==> src/rtl/alu_pkg.sv <==
// Shared definitions for the ALU issue stage: opcodes, ALU opsel codes, issue entry.
// Latency: n/a (types, constants and a helper function only).
// Backpressure: n/a.
package alu_pkg;

  // RV32I major opcodes handled by the issue stage
  localparam logic [6:0] OPC_OP     = 7'b0110011;
  localparam logic [6:0] OPC_OPIMM  = 7'b0010011;
  localparam logic [6:0] OPC_BRANCH = 7'b1100011;
  localparam logic [6:0] OPC_LOAD   = 7'b0000011;
  localparam logic [6:0] OPC_STORE  = 7'b0100011;
  localparam logic [6:0] OPC_LUI    = 7'b0110111;
  localparam logic [6:0] OPC_AUIPC  = 7'b0010111;
  localparam logic [6:0] OPC_JAL    = 7'b1101111;
  localparam logic [6:0] OPC_JALR   = 7'b1100111;

  // ALU operation select; matches funct3 of the OP/OP-IMM groups
  localparam logic [2:0] ALU_ADD  = 3'b000;
  localparam logic [2:0] ALU_SLL  = 3'b001;
  localparam logic [2:0] ALU_SLT  = 3'b010;
  localparam logic [2:0] ALU_SLTU = 3'b011;
  localparam logic [2:0] ALU_XOR  = 3'b100;
  localparam logic [2:0] ALU_SR   = 3'b101;
  localparam logic [2:0] ALU_OR   = 3'b110;
  localparam logic [2:0] ALU_AND  = 3'b111;

  // The two funct7 values the base ISA allows for register ops and shifts
  localparam logic [6:0] F7_BASE = 7'b0000000;
  localparam logic [6:0] F7_ALT  = 7'b0100000;

  // One decoded instruction as handed to the execute stage
  typedef struct packed {
    logic [2:0]  opsel;
    logic        sub;
    logic        is_unsigned;
    logic        arith;
    logic [31:0] op1;
    logic [31:0] op2;
    logic [4:0]  rd;
    logic        illegal;
  } issue_t;

  // Occupancy of the two-entry skid buffer
  typedef enum logic [1:0] {
    ST_EMPTY = 2'd0,
    ST_ONE   = 2'd1,
    ST_TWO   = 2'd2
  } skid_state_e;

  function automatic logic [31:0] sext12(input logic [11:0] v);
    return {{20{v[11]}}, v};
  endfunction

endpackage

==> src/rtl/alu_issue_decode.sv <==
// Decodes one RV32I instruction into ALU controls and operands.
// Latency: purely combinational.
// Backpressure: none; the enclosing stage decides when the result is captured.
module alu_issue_decode
  import alu_pkg::*;
(
  input  logic [31:0] i_inst,
  input  logic [31:0] i_pc,
  input  logic [31:0] i_rs1_rdata,
  input  logic [31:0] i_rs2_rdata,
  output issue_t      o_entry
);

  logic [2:0] f3;
  logic [6:0] f7;
  logic       f7_ok;

  assign f3    = i_inst[14:12];
  assign f7    = i_inst[31:25];
  assign f7_ok = (f7 == F7_BASE) || (f7 == F7_ALT);

  // Opcode-driven decode; every field not named by an opcode stays zero
  always_comb begin
    o_entry    = '0;
    o_entry.rd = i_inst[11:7];
    case (i_inst[6:0])
      OPC_OP: begin
        o_entry.opsel       = f3;
        o_entry.op1         = i_rs1_rdata;
        o_entry.op2         = i_rs2_rdata;
        o_entry.sub         = f7[5] && (f3 == ALU_ADD);
        o_entry.arith       = f7[5] && (f3 == ALU_SR);
        o_entry.is_unsigned = (f3 == ALU_SLTU);
        o_entry.illegal     = !f7_ok || ((f7 == F7_ALT) && (f3 != ALU_ADD) && (f3 != ALU_SR));
      end
      OPC_OPIMM: begin
        o_entry.opsel       = f3;
        o_entry.op1         = i_rs1_rdata;
        // Shifts carry a 5-bit shamt; funct7 bits are not part of the operand
        if ((f3 == ALU_SLL) || (f3 == ALU_SR)) begin
          o_entry.op2 = {27'b0, i_inst[24:20]};
        end else begin
          o_entry.op2 = sext12(i_inst[31:20]);
        end
        o_entry.arith       = i_inst[30] && (f3 == ALU_SR);
        o_entry.is_unsigned = (f3 == ALU_SLTU);
        o_entry.illegal     = ((f3 == ALU_SLL) && (f7 != F7_BASE)) ||
                              ((f3 == ALU_SR) && !f7_ok);
      end
      OPC_BRANCH: begin
        // Branches compare via set-less-than; f3[1] picks the unsigned forms
        o_entry.opsel       = ALU_SLT;
        o_entry.op1         = i_rs1_rdata;
        o_entry.op2         = i_rs2_rdata;
        o_entry.is_unsigned = f3[1];
        o_entry.illegal     = (f3 == 3'b010) || (f3 == 3'b011);
      end
      OPC_LOAD: begin
        o_entry.op1 = i_rs1_rdata;
        o_entry.op2 = sext12(i_inst[31:20]);
      end
      OPC_STORE: begin
        o_entry.op1 = i_rs1_rdata;
        o_entry.op2 = sext12({i_inst[31:25], i_inst[11:7]});
      end
      OPC_LUI: begin
        o_entry.op2 = {i_inst[31:12], 12'b0};
      end
      OPC_AUIPC: begin
        o_entry.op1 = i_pc;
        o_entry.op2 = {i_inst[31:12], 12'b0};
      end
      OPC_JAL, OPC_JALR: begin
        // ALU produces the link value pc+4
        o_entry.op1 = i_pc;
        o_entry.op2 = 32'd4;
      end
      default: begin
        // Still issued so execute can raise the trap in order
        o_entry.illegal = 1'b1;
      end
    endcase
  end

endmodule

==> src/rtl/alu_issue_stage.sv <==
// Decode/issue stage: decodes RV32I instructions into ALU controls and operands.
// Latency: an instruction accepted in cycle N is presented on the outputs in cycle N+1.
// Backpressure: 2-entry skid buffer; o_ready is a flop, low only while both entries are full.
module alu_issue_stage
  import alu_pkg::*;
#(
  parameter int RESET_PC_UNUSED = 0
) (
  input  logic        i_clk,
  input  logic        i_rst,
  input  logic        i_valid,
  output logic        o_ready,
  input  logic [31:0] i_inst,
  input  logic [31:0] i_pc,
  input  logic [31:0] i_rs1_rdata,
  input  logic [31:0] i_rs2_rdata,
  input  logic        i_flush,
  output logic        o_valid,
  input  logic        i_ready,
  output logic [2:0]  o_opsel,
  output logic        o_sub,
  output logic        o_unsigned,
  output logic        o_arith,
  output logic [31:0] o_op1,
  output logic [31:0] o_op2,
  output logic [4:0]  o_rd,
  output logic        o_illegal
);

  // Reserved tie-off parameter; it has no function in this stage
  if (RESET_PC_UNUSED != 0) begin : g_reserved_tieoff
  end

  skid_state_e state_q, state_d;
  issue_t      m_q, m_d;
  issue_t      s_q, s_d;
  logic        ready_q, ready_d;
  issue_t      dec_entry;
  logic        in_fire;
  logic        out_fire;

  alu_issue_decode u_decode (
    .i_inst      (i_inst),
    .i_pc        (i_pc),
    .i_rs1_rdata (i_rs1_rdata),
    .i_rs2_rdata (i_rs2_rdata),
    .o_entry     (dec_entry)
  );

  assign in_fire  = i_valid && ready_q;
  assign out_fire = (state_q != ST_EMPTY) && i_ready;

  // Skid-buffer state, main/skid entries and the registered ready flag
  always_ff @(posedge i_clk or posedge i_rst) begin
    if (i_rst) begin
      state_q <= ST_EMPTY;
      m_q     <= '0;
      s_q     <= '0;
      ready_q <= 1'b1;
    end else begin
      state_q <= state_d;
      m_q     <= m_d;
      s_q     <= s_d;
      ready_q <= ready_d;
    end
  end

  // Next occupancy and entry moves; a flush overrides every handshake
  always_comb begin
    state_d = state_q;
    m_d     = m_q;
    s_d     = s_q;
    if (i_flush) begin
      state_d = ST_EMPTY;
    end else begin
      case (state_q)
        ST_EMPTY: begin
          if (in_fire) begin
            state_d = ST_ONE;
            m_d     = dec_entry;
          end
        end
        ST_ONE: begin
          if (in_fire && out_fire) begin
            m_d = dec_entry;
          end else if (in_fire) begin
            state_d = ST_TWO;
            s_d     = dec_entry;
          end else if (out_fire) begin
            state_d = ST_EMPTY;
          end
        end
        ST_TWO: begin
          // Input is blocked here because ready_q is low in this state
          if (out_fire) begin
            state_d = ST_ONE;
            m_d     = s_q;
          end
        end
        default: begin
          state_d = ST_EMPTY;
        end
      endcase
    end
    ready_d = (state_d != ST_TWO);
  end

  assign o_ready    = ready_q;
  assign o_valid    = (state_q != ST_EMPTY);
  assign o_opsel    = m_q.opsel;
  assign o_sub      = m_q.sub;
  assign o_unsigned = m_q.is_unsigned;
  assign o_arith    = m_q.arith;
  assign o_op1      = m_q.op1;
  assign o_op2      = m_q.op2;
  assign o_rd       = m_q.rd;
  assign o_illegal  = m_q.illegal;

endmodule

==> config.mk <==
export PLATFORM = sky130hd
export DESIGN_NAME = alu_issue_stage
export DESIGN_NICKNAME = d
export VERILOG_FILES = /design/src/rtl/alu_pkg.sv /design/src/rtl/alu_issue_decode.sv /design/src/rtl/alu_issue_stage.sv
export SDC_FILE = /design/constraint.sdc
export NUM_CORES = 1
export LEC_CHECK = 0
export CAP_MARGIN = 20
export CELL_PAD_IN_SITES_DETAIL_PLACEMENT = 1
export CELL_PAD_IN_SITES_GLOBAL_PLACEMENT = 1
export CORE_ASPECT_RATIO = 0.5
export CORE_MARGIN = 5
export CORE_UTILIZATION = 44
export DETAILED_ROUTE_END_ITERATION = 12
export DONT_BUFFER_PORTS = 1
export GPL_ROUTABILITY_DRIVEN = 0
export HOLD_SLACK_MARGIN = 0.15
export PLACE_DENSITY_LB_ADDON = 0.1
export SYNTH_ARGS = -nofsm -noshare
export SYNTH_HDL_FRONTEND = slang
export SYNTH_SLANG_ARGS = --single-unit
==> constraint.sdc <==
create_clock -name i_clk -period 9.4 [get_ports i_clk]
set_clock_uncertainty 0.15 [all_clocks]
set_input_delay 0.94 -clock i_clk [delete_from_list [all_inputs] [get_ports i_clk]]
set_output_delay 0.94 -clock i_clk [all_outputs]
set_load 0.05 [all_outputs]
==> results by group, run 1 <==
Flow run
  • Maxcap violations: 0

Setup path
  • Category of the worst setup path capture point: register
  • CP max stage cell: sky130_fd_sc_hd__dfstp_2
  • Startpoint Class: register
  • Class of the most critical setup path: reg2reg
  • Critical path data required time: 9.52 ns
  • Most numerous cell on the critical path: sky130_fd_sc_hd__nand2_1
  • Minimum setup slack among reg-to-reg paths: 6.66 ns
  • CP peak stage delay: 0.70 ns
  • Crit path cell chain: and3b_1, nand2_1, or3_2, buf_4, nand2_1, o21ai_0
  • Data arrival time of the worst path: 2.86 ns
  • Maximum fanout along the worst path: 72

Detailed routing
  • Detailed-route wire length: 22.0 mm
  • DRC violation count after routing: 0
  • Total via count after detailed routing: 5,704
  • Residual antenna-violating net count after detailed routing: 0
  • First-iteration detailed-routing DRC count: 300
  • Met3 routed wirelength: 1.70 mm
  • Detailed-route wire length on metal 1: 9.83 mm
  • Drt first pass iters: 4
  • Post-detailed-route via-to-cell ratio: 5.99
  • Per-cell routed wire length: 23.1 um
  • Topmost layer with routed signal wires: met4
  • Met2 wire length: 10.3 mm

Power and ir drop
  • Worst-case vdd ir drop: 0.000127 V
  • Power per cell area: 238 nW/um^2
  • Switching power as a share of total power: 31.7%
  • Share of total power in sequential cells: 51.2%
  • Gate power share: 9.0%
  • Share of total power in the clock network: 39.8%
  • Static power due to leakage: 3.36 nW
  • Total power: 1.89 mW
  • Total internal power: 1.29 mW
  • Net switching power: 0.599 mW

Timing
  • Final cycle utilization of the critical path: 29.1%
  • Relative slew slack: 31.5%
  • Pins over their slew limit: 0
  • Final number of hold-violating endpoints: 0
  • Min setup slack post-route: 6.66 ns
  • Total negative slack for setup checks: 0 ns
  • Number of failing setup endpoints in the final timing report: 0
  • Worst hold margin: 0.329 ns
  • Top achievable clock speed: 0.365 GHz
  • Transition time at the pin with the least slew margin: 1.03 ns
  • Crit path time final: 2.74 ns
  • Unrepaired setup endpoints after global routing: false

Synthesis
  • Fraction of the mapped netlist area in compound gates: 25.5%
  • Share of the synthesized area in the top cell type: 53.0%
  • Average footprint of a synthesized cell: 9.69 um^2
  • Largest family of logic cells by synthesized area: compound AO/OA/AOI/OAI gates
  • Post-synthesis cell type with the largest combined area: sky130_fd_sc_hd__dfrtp_1
  • Sequential share of the synthesized area: 53.4%
  • Gate count after technology mapping: 750
  • Number of distinct library cell variants in the gate-level netlist after synthesis: 54
  • Number of synthesized flops with an enable pin: 0
  • Most area-consuming cells after synthesis: sky130_fd_sc_hd__dfrtp_1 (53%), sky130_fd_sc_hd__nand2_1 (6.3%), sky130_fd_sc_hd__a22oi_1 (3.9%)
  • Xor and xnor fraction of the mapped netlist area: 0.241%
  • Multiplexer share of the synthesized area: 1.62%
  • Top_reg_cell synth: sky130_fd_sc_hd__dfrtp_1
  • Area share of fa/ha/maj cells after synthesis: 0%
  • Post-synthesis async set-or-reset flop share: 100%
  • Cell area after synthesis: 7270 um^2
  • Number of flip-flops and latches in the synthesized netlist: 155
  • Synthesized Nets: 883
  • Simple-gate share of the synthesized area: 14.5%
  • Warnings, synthesis: 0

Clock tree
  • Resized Gates After CTS: 0
  • Maximum clock path buffer count: 2
  • Clock latency reported for the late side of the worst-skew pair: 0.42 ns
  • Hold-fix buffers, CTS: 0
  • CTS Sinks: 155
  • Root Buffer Master: sky130_fd_sc_hd__clkbuf_16
  • CTS tree: done
  • Clock transition at the registers of the reported paths: 0.06 ns
  • H-tree lvl count: 4
  • CTS Buf Count: 17
  • Total setup buffers inserted after CTS: 0

Outcome
  • Run status: finished clean

Global routing
  • Pin count of the biggest net entering global routing: 99
  • First-pass GRT wire length: 34.7 mm
  • Overflow left after global routing: 0
  • Via count of the first global-routing pass: 6,155
  • Number of antenna violations at the first check in global routing: 0
  • Overall global routing resource usage: 23.0%

Finish
  • Cell Count, Final, Fillers Out: 953
  • Fraction of final layout cells sized beyond drive strength 1: 9.23%
  • Leading cell types in the layout, fill and taps excluded: sky130_fd_sc_hd__dfrtp_1 (154), sky130_fd_sc_hd__nand2_1 (122), sky130_fd_sc_hd__nor2_1 (65), sky130_fd_sc_hd__o22ai_1 (41), sky130_fd_sc_hd__a21oi_1 (40)
  • Growth of design area from synthesis to finish: 9.43%
  • Net total in the final layout: 847
  • Final standard cell area without fillers: 7960 um^2
  • Diodes inserted: 0
  • Utilization of the core after routing: 48.8%
  • Commonest non-fill, non-tap cell in the layout: sky130_fd_sc_hd__dfrtp_1
  • Fill cell count: 1,802

Placement
  • HPWL Detailed: 14.1 mm
  • Placed insts: 922
  • Pre-CTS WS: 6.25 ns
  • Placed Area: 7330 um^2
  • Number of input and output port buffers inserted: 0

Floorplan
  • Die Y: 101 um
  • Starting density of the core: 44.6%
  • Count of standard-cell rows: 33
  • Floorplan core area: 16,300 um^2
  • Num ports: 211
  • Horiz. Die Dim: 192 um
  • Die footprint: 19,300 um^2

Worst hold path
  • Class of the worst hold path: reg2reg
## critical path: cells and delay by family (launching register included)
| kind | cells | cell delay, ns |
|---|---|---|
| AOI/OAI and AO/OA | 1 | 0.09 |
| buffers and inverters | 1 | 0.41 |
| DFF | 1 | 0.70 |
| and+or+nand+nor | 4 | 1.18 |
## Yosys cell counts (all sizes together) (4+ instances only)
library cell	instances
o22a	19
o221ai	4
mux2i	5
o21ai	65
nand2	124
clkbuf	24
and3	9
a22oi	38
a221o	6
nand3	13
o22ai	51
mux2	6
nor3	4
a31oi	9
buf	41
a21oi	42
nor2b	4
dfrtp	154
nor2	65
nand2b	10
a221oi	4
a22o	20
## per-layer routing
| metal | global-route usage (%) | up-vias |
|---|---|---|
| met2 | 36.1 | 156 |
| met1 | 31.6 | 2893 |
| met5 | 0 | - |
| met3 | 7.20 | 13 |
| met4 | 4.96 | 0 |
| li1 | - | 2642 |
## power groups by stage
stage	registers (mW)	clock network, mW	logic, mW
2_1_floorplan	0.959	0	0.145
3_3_place_gp	0.977	0	0.166
3_5_place_dp	0.981	0	0.173
4_1_cts	0.969	0.766	0.174
5_1_grt	0.978	0.797	0.195
6_report	0.967	0.752	0.171
## cells by family after synthesis
| kind of cell | Yosys count |
|---|---|
| muxes | 11 |
| DFF | 155 |
| AOI/OAI and AO/OA | 272 |
| xor gates and xnor gates | 2 |
| buffers and inverters | 68 |
| and+or+nand+nor | 242 |
## final timing paths
path | from | end | depth (start not counted)
hold / removal | s_q[69] | s_q[69] | 2
max in group asynchronous | i_rst | o_op2[20] | 2
hold reg to reg | s_q[69] | s_q[69] | 2
setup / recovery | o_ready | s_q[68] | 6
setup reg to reg | o_ready | s_q[68] | 6
min in group asynchronous | i_rst | o_op1[6] | 1
## state kept, by name, indices dropped and copies added (netlist names)
| name | count |
|---|---|
| s_q | 76 |
| o_op1 | 32 |
| o_op2 | 32 |
| o_rd | 5 |
| o_opsel | 3 |
| state_q | 2 |
| o_arith | 1 |
| o_illegal | 1 |
| o_ready | 1 |
| o_sub | 1 |
| o_unsigned | 1 |
## cell type report
type | instances | area, um^2 | share of cell area, %
flip-flops and latches | 155 | 3880 | 48.8
multi-input cells | 527 | 3070 | 38.6
clock buffers | 19 | 433 | 5.44
well taps | 227 | 284 | 3.57
clock inverters | 12 | 196 | 2.47
repair buffers | 10 | 75.1 | 0.944
inverters | 3 | 16.3 | 0.204
Power figures use the tool's default switching activity.
==> inputs of run 2 (changes only) <==
Clock period 9.4 ns to 2.9 ns, I/O delays scaled along.
==> run 2 against run 1 <==
Highest routed layer unchanged. Non-clock buffer count rose by 151. Hold slack got worse by 0.17 ns. Critical endpoint is now s_q[70]. Combinational power rose to 4.2 times the previous value.
==> results by group, run 2 (synthesis gave the netlist of run 1 again) <==
Outcome
  • Run status: finished clean

Finish
  • Diodes inserted: 0 (unchanged)
  • Commonest non-fill, non-tap cell in the layout: sky130_fd_sc_hd__dfrtp_1
  • Flip-flop and latch area: 3880 um^2 (unchanged)
  • Area occupied by multi-input gates: 3070 um^2 (unchanged)
  • Number of flip-flops under the largest register name: 76 (unchanged)
  • Growth of design area from synthesis to finish: 30.6%
  • Leading cell types in the layout, fill and taps excluded: sky130_fd_sc_hd__dfrtp_1 (154), sky130_fd_sc_hd__dlygate4sd3_1 (140), sky130_fd_sc_hd__nand2_1 (122), sky130_fd_sc_hd__nor2_1 (65), sky130_fd_sc_hd__o22ai_1 (41)
  • Fill cell count: 1,746 (-3.1%)
  • Register containing the most flip-flops in the final layout: s_q
  • Fraction of final layout cells sized beyond drive strength 1: 9.23% (about the same)
  • Net total in the final layout: 998 (+18%)
  • Utilization of the core after routing: 58.2% (+9.4 points)

Global routing
  • Overflow left after global routing: 0 (unchanged)
  • Via count of the first global-routing pass: 7,023 (+14%)
  • Number of antenna violations at the first check in global routing: 0 (unchanged)
  • Pin count of the biggest net entering global routing: 90 (-9.1%)
  • Overall global routing resource usage: 26.1% (+3.1 points)
  • First-pass GRT wire length: 39.6 mm (+14%)

Timing
  • Number of failing setup endpoints in the final timing report: 0 (unchanged)
  • Transition time at the pin with the least slew margin: 0.945 ns (-0.0826 ns)
  • Pins over their slew limit: 0 (unchanged)
  • Min setup slack post-route: 0.155 ns (-6.51 ns)
  • Relative slew slack: 37.0% (+5.5 points)
  • Final cycle utilization of the critical path: 94.7% (+66 points)
  • Total negative slack for setup checks: 0 ns (unchanged)
  • Final number of hold-violating endpoints: 0 (unchanged)
  • Unrepaired setup endpoints after global routing: false
  • Top achievable clock speed: 0.364 GHz (-0.20%)
  • Crit path time final: 2.74 ns (+0.00551 ns)

Detailed routing
  • Per-cell routed wire length: 22.6 um (-2.1%)
  • Post-detailed-route via-to-cell ratio: 5.89 (-1.6%)
  • Residual antenna-violating net count after detailed routing: 0 (unchanged)
  • DRC violation count after routing: 0 (unchanged)
  • Drt first pass iters: 4 (unchanged)
  • Detailed-route wire length: 25.0 mm (+14%)
  • First-iteration detailed-routing DRC count: 299 (-0.33%)
  • Total via count after detailed routing: 6,506 (+14%)

Placement
  • Number of input and output port buffers inserted: 0 (unchanged)
  • Pre-CTS WS: 0.531 ns (-5.72 ns)
  • HPWL Detailed: 14.3 mm (+1.1%)

Setup path
  • Destination of the worst register-to-register timing path: s_q[70]
  • Critical path data required time: 3.11 ns (-6.41 ns)
  • Category of the worst setup path capture point: register
  • Class of the most critical setup path: reg2reg
  • Maximum fanout along the worst path: 12 (-83%)
  • Top Family by Delay on Critical Path: buffers and inverters
  • Reg2Reg Depth: 8 (+2)
  • Crit path cell chain: and3b_1, nand2_1, nor3_4, buf_4, buf_4, nand4_1, dlygate4sd3_1, nand2_1
  • Startpoint Class: register
  • Launching point of the worst reg2reg path: o_ready
  • Path length in cells of the critical path: 8 (+2)
  • Data arrival time of the worst path: 2.95 ns (+0.09 ns)
  • CP peak stage delay: 0.72 ns (+0.02 ns)
  • Minimum setup slack among reg-to-reg paths: 0.16 ns (-6.51 ns)
  • Buf+Inv Stages, Crit Path: 3 (+2)
  • CP max stage cell: sky130_fd_sc_hd__dfstp_2

Floorplan
  • Num ports: 211 (unchanged)
  • Die footprint: 19,300 um^2 (unchanged)
  • Count of standard-cell rows: 33 (unchanged)
  • Die Y: 101 um (unchanged)
  • Horiz. Die Dim: 192 um (unchanged)
  • Starting density of the core: 44.6% (unchanged)
  • Floorplan core area: 16,300 um^2 (unchanged)

Clock tree
  • H-tree lvl count: 4 (unchanged)
  • CTS tree: done
  • Clock transition at the registers of the reported paths: 0.07 ns (about the same)
  • CTS Sinks: 155 (unchanged)
  • CTS Buf Count: 17 (unchanged)
  • Maximum clock path buffer count: 2 (unchanged)
  • Clock latency reported for the late side of the worst-skew pair: 0.42 ns (about the same)
  • Root Buffer Master: sky130_fd_sc_hd__clkbuf_16

Worst hold path
  • Class of the worst hold path: in2reg
  • Hold_sp: i_inst[13]
  • Hold-critical path depth: 4 (+2)
  • Hold Path End: s_q[0]

Power and ir drop
  • Static power due to leakage: 3.96 nW (+18%)
  • Power per cell area: 664 nW/um^2 (+180%)
  • Worst-case vdd ir drop: 0.000454 V (+260%)

Flow run
  • Maxcap violations: 0 (unchanged)
run 2: power breakdown:
part | internal, mW | switching, mW
registers | 2.43 | 0.713
clock network | 1.42 | 1.03
logic | 0.344 | 0.369
total | 4.19 | 2.12
run 2: layout make-up:
type / instances / share of cell area (%)
Clock buffer: 18 / 4.63
Sequential cell: 155 / 40.9
Clock inverter: 14 / 2.06
Multi-Input combinational cell: 527 / 32.3
Timing Repair Buffer: 161 / 17.0
Inverter: 3 / 0.158
Tap cell: 227 / 2.99
run 2: worst max path at each step:
stage	end	from
2_1_floorplan	o_arith	i_rst
3_3_place_gp	o_op2[6]	o_ready
3_5_place_dp	o_op2[4]	o_ready
4_1_cts	s_q[37]	o_ready
5_1_grt	s_q[70]	o_ready
6_report	s_q[70]	o_ready
run 2: stage by stage:
step / std cells / total power [mW] / hold slack [ns] / cell area (um^2)
2_1_floorplan: 750 / 3.58 / 0.206 / 7270
3_3_place_gp: 930 / 3.72 / 0.105 / 7430
3_5_place_dp: 930 / 3.75 / 0.0995 / 7430
4_1_cts: 1102 / 6.35 / 0.151 / 9470
5_1_grt: 1105 / 6.56 / 0.152 / 9490
6_report: 1105 / 6.31 / 0.157 / 9490
run 2: timing repair:
action,CTS,global route
resized for setup,0,0
endpoints found under the hold margin,302,0
setup buffers,0,4
endpoints found under the setup margin,0,1
hold buffers,140,0
run 2: worst register-to-register path, cell delays in order, from the launching register on:
cell and delay [ns]:
sky130_fd_sc_hd__dfstp_2 0.72, sky130_fd_sc_hd__and3b_1 0.24, sky130_fd_sc_hd__nand2_1 0.12, sky130_fd_sc_hd__nor3_4 0.33, sky130_fd_sc_hd__buf_4 0.17, sky130_fd_sc_hd__buf_4 0.19, sky130_fd_sc_hd__nand4_1 0.12, sky130_fd_sc_hd__dlygate4sd3_1 0.59
sky130_fd_sc_hd__nand2_1 0.07
run 2: routing by layer:
layer | part of all wire [%] | track usage [%] | wire [um] | vias up
li1 | - | - | - | 2958
met1 | 44 | 34.4 | 10900 | 3311
met2 | 48 | 42.9 | 11900 | 210
met3 | 7.1 | 7.06 | 1790 | 27
met4 | 1.4 | 6.89 | 356 | 0
met5 | 0 | 0 | 0 | -
==> inputs of run 3 (changes only) <==
Settings changed: CTS_CLUSTER_DIAMETER set to 50, RECOVER_POWER set to 100.
==> run 3 against run 2 <==
Cell count is the same. Sequential power is essentially flat. Via count increased by 0.14%. Sequential share of layout area rose by 0.24 points. Wire length about the same. Register-to-register slack improved by 0.03 ns. Critical path depth shrank 1.
==> results by group, run 3 (synthesis gave the netlist of run 1 again) <==
Detailed routing
  • Residual antenna-violating net count after detailed routing: 0 (unchanged)
  • Total via count after detailed routing: 6,515 (+0.14%)
  • Detailed-route wire length: 25.0 mm (about the same)
  • Post-detailed-route via-to-cell ratio: 5.90 (+0.14%)
  • DRC violation count after routing: 0 (unchanged)
  • Drt first pass iters: 4 (unchanged)
  • First-iteration detailed-routing DRC count: 327 (+9.4%)
  • Per-cell routed wire length: 22.6 um (about the same)

Setup path
  • CP max stage cell: sky130_fd_sc_hd__dfstp_2
  • CP peak stage delay: 0.71 ns (about the same)
  • Crit path cell chain: and3b_1, nand2_1, nor3_4, buf_4, nor2_1, a31oi_1, dlygate4sd3_1
  • Category of the worst setup path capture point: register
  • Top Family by Delay on Critical Path: buffers and inverters
  • Buf+Inv Stages, Crit Path: 2 (-1)
  • Data arrival time of the worst path: 2.92 ns (-0.03 ns)
  • Class of the most critical setup path: reg2reg
  • Maximum fanout along the worst path: 23 (+11)
  • Critical path data required time: 3.10 ns (about the same)
  • Startpoint Class: register

Power and ir drop
  • Share of total power in sequential cells: 50.0% (+0.2 points)
  • Share of total power in the clock network: 38.9% (about the same)
  • Gate power share: 11.1% (-0.2 points)
  • Worst-case vdd ir drop: 0.000449 V (-1.0%)
  • Power per cell area: 666 nW/um^2 (+0.27%)
  • Total power: 6.29 mW (-0.31%)
  • Total internal power: 4.18 mW (-0.23%)
  • Static power due to leakage: 3.95 nW (-0.44%)
  • Net switching power: 2.11 mW (-0.48%)
  • Switching power as a share of total power: 33.5% (-0.056 points)

Clock tree
  • CTS tree: done
  • Root Buffer Master: sky130_fd_sc_hd__clkbuf_16
  • H-tree lvl count: 4 (unchanged)
  • Maximum clock path buffer count: 2 (unchanged)
  • Clock transition at the registers of the reported paths: 0.07 ns (about the same)
  • Resized Gates After CTS: 0 (unchanged)
  • Clock latency reported for the late side of the worst-skew pair: 0.42 ns (about the same)
  • CTS Buf Count: 17 (unchanged)
  • CTS Sinks: 155 (unchanged)

Timing
  • Number of failing setup endpoints in the final timing report: 0 (unchanged)
  • Min setup slack post-route: 0.187 ns (+0.0317 ns)
  • Unrepaired setup endpoints after global routing: false
  • Final cycle utilization of the critical path: 93.6% (-1.1 points)
  • Crit path time final: 2.71 ns (-0.0317 ns)
  • Relative slew slack: 10.6% (-26 points)
  • Pins over their slew limit: 0 (unchanged)
  • Transition time at the pin with the least slew margin: 1.34 ns (+0.395 ns)
  • Final number of hold-violating endpoints: 0 (unchanged)
  • Worst hold margin: 0.156 ns (-0.000931 ns)
  • Top achievable clock speed: 0.369 GHz (+1.2%)
  • Total negative slack for setup checks: 0 ns (unchanged)

Floorplan
  • Num ports: 211 (unchanged)
  • Die footprint: 19,300 um^2 (unchanged)
  • Horiz. Die Dim: 192 um (unchanged)
  • Floorplan core area: 16,300 um^2 (unchanged)
  • Starting density of the core: 44.6% (unchanged)
  • Count of standard-cell rows: 33 (unchanged)
  • Die Y: 101 um (unchanged)

Finish
  • Number of flip-flops under the largest register name: 76 (unchanged)
  • Net total in the final layout: 998 (unchanged)
  • Growth of design area from synthesis to finish: 29.8%
  • Commonest non-fill, non-tap cell in the layout: sky130_fd_sc_hd__dfrtp_1
  • Fill cell count: 1,753 (+0.40%)
  • Diodes inserted: 0 (unchanged)
  • Register containing the most flip-flops in the final layout: s_q
  • Fraction of final layout cells sized beyond drive strength 1: 8.77% (-0.46 points)
  • Leading cell types in the layout, fill and taps excluded: sky130_fd_sc_hd__dfrtp_1 (154), sky130_fd_sc_hd__dlygate4sd3_1 (140), sky130_fd_sc_hd__nand2_1 (123), sky130_fd_sc_hd__nor2_1 (65), sky130_fd_sc_hd__o21ai_0 (64)
  • Area occupied by multi-input gates: 3070 um^2 (about the same)
  • Utilization of the core after routing: 57.9% (-0.34 points)
  • Flip-flop and latch area: 3880 um^2 (unchanged)

Placement
  • Number of input and output port buffers inserted: 0 (unchanged)
  • HPWL Detailed: 14.3 mm (unchanged)
  • Pre-CTS WS: 0.531 ns (unchanged)

Flow run
  • Maxcap violations: 0 (unchanged)

Global routing
  • Overflow left after global routing: 0 (unchanged)
  • Via count of the first global-routing pass: 7,023 (unchanged)
  • Pin count of the biggest net entering global routing: 90 (unchanged)
  • Number of antenna violations at the first check in global routing: 0 (unchanged)
  • First-pass GRT wire length: 39.6 mm (unchanged)
  • Overall global routing resource usage: 26.1% (unchanged)

Outcome
  • Run status: finished clean

Worst hold path
  • Class of the worst hold path: in2reg
-- run 3: cell types whose count changed in the layout (fill, tap and decap cells not counted), sizes merged --
| cell | delta |
|---|---|
| buf | -7 |
| clkbuf | +7 |
-- run 3: final timing paths --
check,from,end,slack (ns),depth (start not counted)
worst max-delay path,o_ready,s_q[37],0.19,7
worst min-delay path,i_flush,o_illegal,0.16,2
worst max register to register,o_ready,s_q[37],0.19,7
worst min register to register,s_q[6],s_q[6],0.32,2
max in group asynchronous,i_rst,o_op1[22],0.42,3
min in group asynchronous,i_rst,o_op2[16],0.37,2
-- run 3: worst reg2reg max path, delay by kind of cell (launching register included) --
kind | cells | cell delay [ns]
flops | 1 | 0.71
compound gates | 1 | 0.14
simple gates | 4 | 0.73
buf+inv | 2 | 0.91
-- run 3: final cells by class --
type	count	share of cell area, %
inverters	3	0.133
clock inverters	14	2.07
repair buffers	161	16.5
multi-input cells	527	32.5
flip-flops and latches	155	41.1
well taps	227	3.01
clock buffers	18	4.65
-- run 3: what timing repair did --
action | CTS | global route
endpoints found under the setup margin | 0 | 1
hold buffers | 140 | 0
setup buffers | 0 | 4
endpoints found under the hold margin | 302 | 0
-- run 3: power by group through the flow --
stage	combinational [mW]	clock (mW)	sequential, mW
floorplan	0.470	0	3.11
global placement	0.552	0	3.17
detailed placement	0.573	0	3.18
CTS	0.705	2.50	3.14
global route	0.783	2.59	3.17
finish	0.699	2.45	3.14
-- run 3: through the flow --
step                      std cells  area, um^2
after global routing           1105        9440
after floorplan                 750        7270
final                          1105        9440
after global placement          930        7430
after CTS                      1102        9470
after detailed placement        930        7430
-- run 3: routing by layer --
| metal | part of all wire, % | track usage (%) | up-vias | wire length, um |
|---|---|---|---|---|
| met5 | 0 | 0 | - | 0 |
| met4 | 1.3 | 6.89 | 0 | 321 |
| met3 | 7.2 | 7.06 | 20 | 1790 |
| met2 | 48 | 42.9 | 210 | 11900 |
| met1 | 44 | 34.4 | 3327 | 11000 |
| li1 | - | - | 2958 | - |
